`config.mk`:
```
export PLATFORM = sky130hd
export DESIGN_NAME = uart_encoder
export DESIGN_NICKNAME = d
export VERILOG_FILES = /design/src/rtl/uart_pkg.sv /design/src/rtl/uart_tx_fifo.sv /design/src/rtl/uart_encoder.sv
export SDC_FILE = /design/constraint.sdc
export NUM_CORES = 1
export LEC_CHECK = 0
export CORE_ASPECT_RATIO = 0.9
export CORE_MARGIN = 5
export CORE_UTILIZATION = 60
export DETAILED_ROUTE_END_ITERATION = 8
export GPL_TIMING_DRIVEN = 0
export PLACE_DENSITY = 0.8
export SLEW_MARGIN = 10
export SYNTH_ARGS = -nofsm -noshare
export SYNTH_HDL_FRONTEND = slang
export SYNTH_SLANG_ARGS = --single-unit
```
`constraint.sdc`:
```
create_clock -name clk -period 8 [get_ports clk]
set_input_delay 0.8 -clock clk [delete_from_list [all_inputs] [get_ports clk]]
set_output_delay 0.8 -clock clk [all_outputs]
set_load 0.005 [all_outputs]
```
`src/rtl/uart_pkg.sv`:
```
// ============================================================================
//  Module      : uart_pkg
//  Description : Shared UART types, frame constants and parity helper used by
//                uart_encoder and uart_decoder.
//  Revision    : 1.0 - initial release
// ============================================================================
`default_nettype none

package uart_pkg;

    typedef enum logic [2:0] {
        IDLE   = 3'd0,
        START  = 3'd1,
        DATA   = 3'd2,
        PARITY = 3'd3,
        STOP   = 3'd4
    } uart_state_e;

    localparam int   DATA_BITS = 8;
    localparam logic START_LVL = 1'b0;
    localparam logic STOP_LVL  = 1'b1;

    // Even parity: the bit that makes the total count of ones even.
    function automatic logic even_parity(input logic [DATA_BITS-1:0] d);
        return ^d;
    endfunction

endpackage

`default_nettype wire

```
`src/rtl/uart_tx_fifo.sv`:
```
// ============================================================================
//  Module      : uart_tx_fifo
//  Description : Small synchronous FIFO with registered storage and occupancy
//                count; the head word is visible combinationally on rdata_o.
//  Revision    : 1.0 - initial release
// ============================================================================
`default_nettype none

module uart_tx_fifo #(
    parameter int DEPTH = 4,
    parameter int WIDTH = 8
) (
    input  logic             clk,
    input  logic             rst,
    input  logic             push_i,
    input  logic [WIDTH-1:0] wdata_i,
    input  logic             pop_i,
    output logic [WIDTH-1:0] rdata_o,
    output logic [3:0]       count_o
);

    localparam int         c_AW    = (DEPTH > 1) ? $clog2(DEPTH) : 1;
    localparam logic [3:0] c_DEPTH = 4'(DEPTH);

    logic [WIDTH-1:0] mem_q [DEPTH];
    logic [c_AW-1:0]  wr_ptr_q;
    logic [c_AW-1:0]  rd_ptr_q;
    logic [3:0]       count_q;
    logic             do_push;
    logic             do_pop;

    assign do_push = push_i && (count_q != c_DEPTH);
    assign do_pop  = pop_i  && (count_q != 4'd0);

    // DEPTH is a power of two, so the pointers wrap by natural overflow.
    always_ff @(posedge clk or posedge rst) begin
        if (rst) begin
            wr_ptr_q <= '0;
            rd_ptr_q <= '0;
            count_q  <= 4'd0;
        end else begin
            if (do_push) wr_ptr_q <= wr_ptr_q + c_AW'(1);
            if (do_pop)  rd_ptr_q <= rd_ptr_q + c_AW'(1);
            case ({do_push, do_pop})
                2'b10:   count_q <= count_q + 4'd1;
                2'b01:   count_q <= count_q - 4'd1;
                default: count_q <= count_q;
            endcase
        end
    end

    always_ff @(posedge clk) begin
        if (do_push) mem_q[wr_ptr_q] <= wdata_i;
    end

    assign rdata_o = mem_q[rd_ptr_q];
    assign count_o = count_q;

endmodule

`default_nettype wire

```
`src/rtl/uart_encoder.sv`:
```
// ============================================================================
//  Module      : uart_encoder
//  Description : FIFO-buffered UART transmitter, 8N1 framing, LSB first.
//                Define UART_ENCODER_PARITY_EN to add an even parity bit.
//  Revision    : 1.0 - initial release
// ============================================================================
`default_nettype none

module uart_encoder
    import uart_pkg::*;
#(
    parameter int CLKS_PER_BIT = 16,
    parameter int FIFO_DEPTH   = 4
) (
    input  logic       clk,
    input  logic       rst,
    input  logic [7:0] in_data,
    input  logic       in_valid,
    output logic       in_ready,
    output logic       tx,
    output logic       busy,
    output logic [3:0] fifo_count
);

    localparam logic [7:0] c_BIT_RELOAD = 8'(CLKS_PER_BIT - 1);
    localparam logic [3:0] c_DEPTH      = 4'(FIFO_DEPTH);

    uart_state_e          state_q, state_d;
    logic [7:0]           cnt_q, cnt_d;
    logic [2:0]           idx_q, idx_d;
    logic [DATA_BITS-1:0] shift_q, shift_d;
    logic                 tx_q, tx_d;
`ifdef UART_ENCODER_PARITY_EN
    logic                 par_q, par_d;
`endif
    logic                 fifo_pop;
    logic [DATA_BITS-1:0] fifo_head;
    logic                 fifo_nonempty;
    logic                 bit_done;

    assign in_ready      = (fifo_count != c_DEPTH);
    assign fifo_nonempty = (fifo_count != 4'd0);
    assign bit_done      = (cnt_q == 8'd0);

    uart_tx_fifo #(
        .DEPTH (FIFO_DEPTH),
        .WIDTH (DATA_BITS)
    ) u_fifo (
        .clk     (clk),
        .rst     (rst),
        .push_i  (in_valid && in_ready),
        .wdata_i (in_data),
        .pop_i   (fifo_pop),
        .rdata_o (fifo_head),
        .count_o (fifo_count)
    );

    always_ff @(posedge clk or posedge rst) begin
        if (rst) begin
            state_q <= IDLE;
            cnt_q   <= 8'd0;
            idx_q   <= 3'd0;
            shift_q <= '0;
            tx_q    <= STOP_LVL;
`ifdef UART_ENCODER_PARITY_EN
            par_q   <= 1'b0;
`endif
        end else begin
            state_q <= state_d;
            cnt_q   <= cnt_d;
            idx_q   <= idx_d;
            shift_q <= shift_d;
            tx_q    <= tx_d;
`ifdef UART_ENCODER_PARITY_EN
            par_q   <= par_d;
`endif
        end
    end

    always_comb begin
        state_d  = state_q;
        cnt_d    = cnt_q;
        idx_d    = idx_q;
        shift_d  = shift_q;
        fifo_pop = 1'b0;
        tx_d     = STOP_LVL;
`ifdef UART_ENCODER_PARITY_EN
        par_d    = par_q;
`endif

        case (state_q)
            IDLE: begin
                if (fifo_nonempty) fifo_pop = 1'b1;
            end
            START: begin
                if (bit_done) begin
                    cnt_d   = c_BIT_RELOAD;
                    state_d = DATA;
                end else begin
                    cnt_d = cnt_q - 8'd1;
                end
            end
            DATA: begin
                if (bit_done) begin
                    cnt_d   = c_BIT_RELOAD;
                    shift_d = shift_q >> 1;
                    if (idx_q == 3'd7) begin
                        idx_d = 3'd0;
`ifdef UART_ENCODER_PARITY_EN
                        state_d = PARITY;
`else
                        state_d = STOP;
`endif
                    end else begin
                        idx_d = idx_q + 3'd1;
                    end
                end else begin
                    cnt_d = cnt_q - 8'd1;
                end
            end
`ifdef UART_ENCODER_PARITY_EN
            PARITY: begin
                if (bit_done) begin
                    cnt_d   = c_BIT_RELOAD;
                    state_d = STOP;
                end else begin
                    cnt_d = cnt_q - 8'd1;
                end
            end
`endif
            STOP: begin
                if (bit_done) begin
                    if (fifo_nonempty) begin
                        fifo_pop = 1'b1;
                    end else begin
                        cnt_d   = 8'd0;
                        state_d = IDLE;
                    end
                end else begin
                    cnt_d = cnt_q - 8'd1;
                end
            end
            default: state_d = IDLE;
        endcase

        // Shared head-load for both IDLE start and back-to-back STOP->START.
        if (fifo_pop) begin
            shift_d = fifo_head;
            cnt_d   = c_BIT_RELOAD;
            idx_d   = 3'd0;
            state_d = START;
`ifdef UART_ENCODER_PARITY_EN
            par_d   = even_parity(fifo_head);
`endif
        end

        // tx follows the next state so the line changes on the same edge.
        case (state_d)
            START:   tx_d = START_LVL;
            DATA:    tx_d = shift_d[0];
`ifdef UART_ENCODER_PARITY_EN
            PARITY:  tx_d = par_d;
`endif
            default: tx_d = STOP_LVL;
        endcase
    end

    assign tx   = tx_q;
    assign busy = (state_q != IDLE) || fifo_nonempty;

endmodule

`default_nettype wire
```
==> results of run 1 <==
[critical path: stages, from the launching register on]
cell	delay, ns
dfrtp_1	0.38
clkbuf_1	0.19
nor4_1	0.92
a2111oi_4	0.24
buf_6	0.24
ha_1	0.27
xor2_1	0.17
ha_1	0.19
a21oi_1	0.14
xor2_1	0.16
nor2_1	0.07
xor2_1	0.14
[through the flow]
stage,cell area [sq um],util [%]
after floorplan,2950,-
after global placement,3200,66.6
after detailed placement,3200,66.6
after CTS,3370,70.2
after global routing,3370,70.2
final,3370,70.2
[how the worst min path moves through the flow]
stage / to / slack (ns)
CTS: u_fifo.count_o[3] / 0.52
floorplan: idx_q[1] / 0.49
global route: shift_q[7] / 0.56
finish: u_fifo.count_o[3] / 0.52
global placement: u_fifo.count_o[3] / 0.51
detailed placement: u_fifo.count_o[3] / 0.51
[cell usage after synthesis, types with 3 or more instances]
library cell | number | area, sq um
and3_1 | 5 | 31.3
a211o_1 | 3 | 26.3
a211oi_1 | 4 | 30.0
xnor2_1 | 3 | 26.3
a21oi_1 | 6 | 30.0
dfrtp_1 | 30 | 751
o21ai_0 | 14 | 70.1
nor3_1 | 7 | 35.0
ha_1 | 10 | 125
inv_1 | 6 | 22.5
nand2_1 | 17 | 63.8
edfxtp_1 | 32 | 961
mux4_2 | 8 | 180
clkbuf_1 | 5 | 18.8
nor2_1 | 16 | 60.1
xor2_1 | 10 | 87.6
mux2i_1 | 10 | 100
nand3_1 | 4 | 20.0
[placed cells by master (no fill, tap or decap), types with 6 or more instances in the layout]
master            n
edfxtp_1         32
dfrtp_1          30
nand2_1          17
clkdlybuf4s50_1  17
nor2_1           16
o21ai_0          14
mux2i_1          10
xor2_1           10
ha_1             10
clkbuf_8          9
mux4_2            8
nor3_1            7
a21oi_1           6
[routing by layer]
metal	vias to the layer above	share of wire, %	GRT usage (%)
met4	0	0.53	6.43
met1	890	44	22.6
met3	4	5.4	6.81
met2	49	50	28.5
li1	882	-	-
met5	-	0	0
[state kept, by name, indices dropped and copies added, names as in the netlist, 2 cells and up]
signal           cells
cnt_q                8
idx_q                3
shift_q              8
state_q              3
u_fifo.count_o       4
u_fifo.mem_q        32
u_fifo.rd_ptr_q      2
u_fifo.wr_ptr_q      2
[final cells by class]
type	instances	area [sq um]
Sequential cell	63	1740
Fill cell	341	1430
Multi-Input combinational cell	142	1130
Timing Repair Buffer	17	170
Clock buffer	9	124
Tap cell	65	81.3
Buffer	11	60.1
Clock inverter	7	48.8
Inverter	6	22.5
[cells by family (layout without fill, tap and decap cells)]
| kind of cell | count (synthesis) | in the layout | synth area share (%) |
|---|---|---|---|
| muxes | 19 | 19 | 9.89 |
| buffers and inverters | 17 | 50 | 2.80 |
| xor gates and xnor gates | 13 | 13 | 3.86 |
| and+or+nand+nor | 63 | 63 | 11.5 |
| DFF | 63 | 63 | 59.0 |
| adders and majority gates | 11 | 11 | 4.58 |
| AOI/OAI and AO/OA | 36 | 36 | 8.45 |
[power by group]
| group | internal (uW) | leakage [uW] | total (uW) | switching, uW |
|---|---|---|---|---|
| registers | 436 | 0.000675 | 492 | 55.9 |
| clock network | 112 | 0.0000793 | 238 | 126 |
| logic | 176 | 0.000605 | 359 | 183 |
| total | 724 | 0.00136 | 1090 | 365 |
==> flow_summary.ini, run 1 <==
[pwr]
powerDensity_mw_per_mm2 = 323
p_total_uw = 1090
leakage_uw = 0.00136
vdd_drop_max_v = 0.000189

[critical_path]
cp-endpoint = u_fifo.count_o[2]
r2r_start = u_fifo.count_o[1]
worstReg2RegEnd = u_fifo.count_o[2]
cp.required_ns = 8.22
crit_type = flip-flop to flip-flop
startpoint_type = flip-flop
critPathLaunch = u_fifo.count_o[1]
cp_data_arrival_time_ns = 3.45
end_kind = flip-flop
path_max_fanout = 11
reg2reg_depth = 11
r2r_slack_ns = 4.77

[global_route]
grt_use_total_pct = 18.0
grt_max_degree = 32
grt_overflow = 0
antenna_found_initial = 0
grt_pass1_wl_um = 8960
grt_pass1_vias = 1837

[status]
status = finished clean

[timing]
tns_ns = 0
grt_setup_unrepaired = false
slew_viol_final = 0
finalCritPeriodShare_pct = 40.3
relSlewSlack_pct = 26.6
worstMarginPinSlew_ns = 1.09
min_period_ns = 3.23
fin_ws_ns = 4.77
fmax_mhz = 310
setup_viol = 0
skew_ns = 0.00729
hold_ws_ns = 0.516
hold_viol = 0

[worst_hold_path]
hold_class = flip-flop to flip-flop
worstHoldStart = u_fifo.count_o[3]
hold_depth = 1

[floorplan]
initial_core_util_pct = 61.4
fp.dieH_um = 76.5
rows = 24
io_pins = 18
die_area_sq_mm = 0.00642
core_area_sq_mm = 0.00480
die_w_um = 83.9

[flow_run]
cap_violations = 0

[place]
placedCellCount = 304
dpl_worst_slack_ns = 4.80
globalplace.congestion = 0.792
port_buffers = 17
hpwlAfterDp_um = 3600

[cells_and_area]
instances_no_fill = 320
layout.nets = 271
layout-drive-gt1-share_pct = 14.5
area_growth_pct = 14.4
antenna_cells = 0

[route]
final_antenna_net_count = 0
first_pass_iters = 4
route.detailed.drc = 0
wl_per_cell_um = 15.9
drt_iter0_drc = 101
route.vias.total = 1825
vias_per_cell = 5.70
finalWirelength_um = 5090

[clock_tree]
numClockSinks = 63
cts_tree = built
cts_hold_buffers = 0
clockBufferDepth = 2
cts_resized = 0
clk_latency_ns = 0.33
clk_pin_slew_ns = 0.07
root_buffer = clkbuf_8
cts_buffers = 9
cts_setup_buffers = 0
cts-htree-levels = 3

[yosys]
yosys_register_bits = 63
syn_avg_cell_area_sq_um = 13.3
ys_types = 44
syn_nets = 243
ys_seq_area_share_pct = 59.0
yosys_warnings = 0
synth_edf_count = 32
syn_inst = 222
synthFlopType = edfxtp_1
synth_area_sq_mm = 0.00295
async_flop_share_pct = 49.2
(Power assumes the default switching activity.)
==> run 2, diff against run 1 <==
Settings changed: CORE_UTILIZATION 60 to 59, PLACE_DENSITY 0.8 to 0.79.
Clock period 8 ns to 3.25 ns, I/O delays scaled along.
==> run 2 against run 1 <==
Clock power rose to 3.7 times the previous value. Global-route usage fell by 0.50 points. Sequential cell count did not move. Setup slack got worse by 4.5 ns. Core utilization rose by 1.9 points. Register-to-register slack got worse by 4.5 ns. First-iteration DRC count fell by 41%. Power rose to 2.7 times the previous value. Critical endpoint unchanged. Highest routed layer unchanged.
==> flow_summary.ini, run 2 (synthesis gave the netlist of run 1 again) <==
[timing]
finalCritPeriodShare_pct = 92.8
relSlewSlack_pct = 57.4
hold_viol = 0
fin_ws_ns = 0.235
fmax_mhz = 332
tns_ns = 0
skew_ns = 0.00849
slew_viol_final = 0
min_period_ns = 3.01
worstMarginPinSlew_ns = 0.638
grt_setup_unrepaired = false
setup_viol = 0
hold_ws_ns = 0.397

[critical_path]
crit_path_max_incr_delay_ns = 0.45
reg2reg_depth = 13
crit_type = flip-flop to flip-flop
cp.buffers_inverters = 3
r2r_slack_ns = 0.24
cp_data_arrival_time_ns = 3.26
slowest_stage = dfrtp_1
cp.required_ns = 3.50
r2r_start = cnt_q[0]
startpoint_type = flip-flop
worstPathCellList = inv_1 > ha_1 > nand3_4 > a2111oi_4 > buf_4 > buf_6 > ha_1 > xor2_1 > ha_1 > a21oi_1 > xor2_1 > nor2_1 > xor2_1
end_kind = flip-flop
path_max_fanout = 11
critPathTopFamily = adder cells
worstReg2RegEnd = u_fifo.count_o[2]

[cells_and_area]
mostFrequentLayoutCells = 32 x edfxtp_1, 30 x dfrtp_1, 17 x nand2_1, 17 x clkdlybuf4s50_1, 16 x nor2_1
layout.nets = 274
final_common_cell = edfxtp_1
area_growth_pct = 18.2
layout-drive-gt1-share_pct = 15.6
largestRegisters = u_fifo.mem_q (32), cnt_q (8), shift_q (8)
final_util_pct = 72.1
antenna_cells = 0
regMostFlops = u_fifo.mem_q
largest_reg_flops = 32

[pwr]
leakage_uw = 0.00142
net-switching-power_uw = 882
intPower_uw = 2100
swShare_pct = 29.6
vdd_drop_max_v = 0.000517
clockPowerShare_pct = 29.2
powerDensity_mw_per_mm2 = 857
combPwrFrac_pct = 30.1
pwr-share-seq_pct = 40.8

[floorplan]
die_w_um = 84.5
rows = 24
initial_core_util_pct = 61.0
io_pins = 18
fp.dieH_um = 77.1
die_area_sq_mm = 0.00651
core_area_sq_mm = 0.00483

[route]
finalWirelength_um = 5080
final_antenna_net_count = 0
drt_iter0_drc = 60
wl_per_cell_um = 15.8
vias_per_cell = 5.61
route.vias.total = 1808
route.detailed.drc = 0
first_pass_iters = 4

[global_route]
grt_pass1_wl_um = 8870
grt_pass1_vias = 1858
grt_overflow = 0
grt_use_total_pct = 17.5
antenna_found_initial = 0
grt_max_degree = 32

[clock_tree]
clk_latency_ns = 0.33
clockBufferDepth = 2
clk_pin_slew_ns = 0.06
cts-htree-levels = 3
cts_buffers = 9
cts_hold_buffers = 0
numClockSinks = 63
root_buffer = clkbuf_8
cts_tree = built

[place]
hpwlAfterDp_um = 3390
dpl_worst_slack_ns = 0.0566
port_buffers = 17
globalplace.congestion = 0.785

[flow_run]
cap_violations = 0

[worst_hold_path]
hold_class = input pin to async pin

[status]
status = finished clean
==> run 2: routing by layer <==
metal | up-vias | wire length [um] | track usage [%]
li1 | 879 | - | -
met1 | 892 | 2280 | 22.3
met2 | 31 | 2530 | 28.2
met3 | 6 | 212 | 5.47
met4 | 0 | 61 | 6.17
met5 | - | 0 | 0
==> run 2: power by group through the flow <==
stage / Clock, uW / Sequential (uW) / Combinational [uW]
3_3_place_gp: 0 / 1220 / 858
4_1_cts: 889 / 1210 / 891
2_1_floorplan: 0 / 1190 / 659
5_1_grt: 921 / 1250 / 1020
6_report: 870 / 1220 / 898
3_5_place_dp: 0 / 1230 / 878
==> run 2: timing repair <==
action | 4_1_cts | 5_1_grt
gates resized for setup | 0 | 1
hold endpoints to repair | 0 | 0
buffers inserted | 0 | 3
setup endpoints to repair | 1 | 3
pin swaps | 1 | 1
==> run 2: layout make-up <==
type	instances	area [sq um]
timing repair buffer	20	193
buffer	11	60.1
tap	65	81.3
multi-input combinational	142	1130
sequential	63	1740
clock buffer	9	124
clock inverter	6	133
inverter	6	22.5
fill	313	1350
==> run 2: worst register-to-register path: stages (launching register included) <==
cell	delay, ns
dfrtp_1	0.45
inv_1	0.09
ha_1	0.27
nand3_4	0.18
a2111oi_4	0.41
buf_4	0.21
buf_6	0.16
ha_1	0.28
xor2_1	0.21
ha_1	0.17
a21oi_1	0.05
xor2_1	0.16
nor2_1	0.13
xor2_1	0.17
==> run 2: how the worst max path moves through the flow <==
stage	from	endpoint	slack, ns	depth (start not counted)
final	cnt_q[0]	u_fifo.count_o[2]	0.24	13
after global routing	cnt_q[0]	u_fifo.count_o[2]	0.02	13
after CTS	u_fifo.count_o[1]	u_fifo.count_o[2]	0.02	11
after detailed placement	u_fifo.count_o[1]	u_fifo.count_o[2]	0.06	11
after global placement	u_fifo.count_o[1]	u_fifo.count_o[2]	0.11	11
after floorplan	cnt_q[6]	u_fifo.count_o[2]	0.49	11
==> run 2: through the flow <==
step | total power [uW] | instance area, sq um | cells
final | 2980 | 3480 | 322
after global routing | 3180 | 3480 | 322
after CTS | 2990 | 3460 | 319
after detailed placement | 2100 | 3200 | 304
after global placement | 2080 | 3200 | 304
after floorplan | 1850 | 2950 | 222
==> variant (settings of run 2) <==
Re-encode `uart_state_e` (5 states) as one-hot, 5 bits wide.
--- a/src/rtl/uart_pkg.sv
+++ b/src/rtl/uart_pkg.sv
@@ -8,12 +8,12 @@
 
 package uart_pkg;
 
-    typedef enum logic [2:0] {
-        IDLE   = 3'd0,
-        START  = 3'd1,
-        DATA   = 3'd2,
-        PARITY = 3'd3,
-        STOP   = 3'd4
+    typedef enum logic [4:0] {
+        IDLE   = 5'b00001,
+        START  = 5'b00010,
+        DATA   = 5'b00100,
+        PARITY = 5'b01000,
+        STOP   = 5'b10000
     } uart_state_e;
 
     localparam int   DATA_BITS = 8;
Behaviour: same outputs for any inputs over 10 cycles, from zero or initial values and one cycle with rst high; not proved beyond that.
==> variant against run 2 <==
Critical path type unchanged; count of clock-buffer cells in the layout grew 1; largest cell class unchanged; wire length grew 4.7%; non-clock buffer count shrank 5; utilization shrank 1.1 points; final area shrank 0.90%; global-route usage grew 0.69 points; sequential cell count grew 2; total power shrank 9.1%; setup slack gained 22 ps; sequential share of layout area grew 1.9 points; clock power shrank 23%; hold slack gained 9.5 ps; synthesized area grew 1.0%.
==> variant: results (changes against run 2) <==
** Outcome
- Outcome: complete, no violations (unchanged).

** Detailed routing
- The met3 wire length is 207 um (was 212 um).
- Total wire length :: 5.32 mm (was 5.08 mm)
- Detailed-route wire length on metal 1 :: 2.43 mm (was 2.28 mm)
- Met2 wire length :: 2.62 mm (was 2.53 mm)
- Detail-routed net length per standard cell :: 16.6 um (was 15.8 um)
- The via count of the routed design is 1824 (was 1808).
- The initial DRC count is 82 (was 60).

** Pwr
- The net switching fraction of the power was 31.0% (was 29.6%).
- The cell leakage power is 1.39 nW (was 1.42 nW).
- Power dissipated in the clock network :: 0.673 mW (was 0.870 mW)
- Power dissipated by switching net loads :: 0.840 mW (was 0.882 mW)
- The worst ir drop on vdd came to 0.527 mV (was 0.517 mV).
- The share of power burned in registers is 44.9% (was 40.8%).

** Critical path
- The dominant delay contributor by cell family on the critical path is simple AND/OR/NAND/NOR gates (was adder cells).
- R2r setup slk :: 260 ps (was 240 ps)
- Worst-path fanout max :: 19 (was 11)
- The slowest cell on the critical path is sky130_fd_sc_hd__or3_4 (was sky130_fd_sc_hd__dfrtp_1).

** Synth
- Number of library cell types mapped by synthesis :: 51 (was 44)
- Top cells by area, synth: sky130_fd_sc_hd__edfxtp_1, sky130_fd_sc_hd__dfrtp_1, sky130_fd_sc_hd__mux4_2 (unchanged).
- The fraction of registers with async set or reset after synthesis was 50.8% (was 49.2%).
- The sequential area share after synthesis is 60.1% (was 59.0%).
- The gate count of the mapped netlist was 221 (was 222).

** Placed design
- # placed instances :: 303 (was 304)
- The HPWL reported at the end of detailed placement came to 3.61 mm (was 3.39 mm).
- Pre-CTS setup slack :: -142 ps (was 56.6 ps)
- The placement-stage cell area was 0.00323 mm^2 (was 0.00320 mm^2).

** GRT
- The global-route track usage on met3 is 5.19% (was 5.47%).
- The wire length of the first global-routing pass is 9.36 mm (was 8.87 mm).
- Met1 track utilization from global routing :: 23.8% (was 22.3%)
- Met2 Track Usage GR :: 29.1% (was 28.2%)
- The total routing resource utilization after global routing came to 18.2% (was 17.5%).
- Number of global-route vias before repair :: 1975 (was 1858)
- The largest net degree at the start of global routing is 34 (was 32).

** Final layout
- The number of filler instances in the final layout was 337 (was 313).
- Fraction of final layout cells with drive strength greater than 1 :: 17.6% (was 15.6%)
- Number of nets in the finished design :: 271 (was 274)

** Timing
- Fin crit period :: 2990 ps (was 3010 ps)
- Remaining max-slew budget at the tightest pin :: 49.7% (was 57.4%)
- Worst Skew :: 7.82 ps (was 8.49 ps)

** Clocking
- Number of buffers added by the clock tree synthesis step :: 9 (unchanged)
variant: timing repair:
item,4_1_cts,5_1_grt
endpoints found under the setup margin,2,2
gates resized for setup,1,3
pin swaps,1,1
setup buffers,1,2
hold buffers,0,0
variant: logic make-up (layout without fill, tap and decap cells):
| group | count (synthesis) | count (layout) | share of synthesized area [%] |
|---|---|---|---|
| compound gates | 37 | 37 | 8.70 |
| xor+xnor | 9 | 9 | 2.65 |
| fa+ha+maj | 10 | 10 | 4.20 |
| buf+inv | 16 | 50 | 2.44 |
| flops | 65 | 65 | 60.1 |
| mux | 15 | 15 | 8.57 |
| other cells | 1 | 1 | 0.126 |
| simple gates | 68 | 68 | 13.2 |
variant: final cells by class:
class / count / area, um^2 / area share (%)
timing repair buffer: 20 / 193 / 5.58
multi-input combinational: 140 / 1130 / 32.8
clock buffer: 10 / 128 / 3.70
clock inverter: 6 / 67.6 / 1.96
tap: 65 / 81.3 / 2.36
inverter: 8 / 32.5 / 0.942
sequential: 65 / 1790 / 51.8
buffer: 6 / 30.0 / 0.870
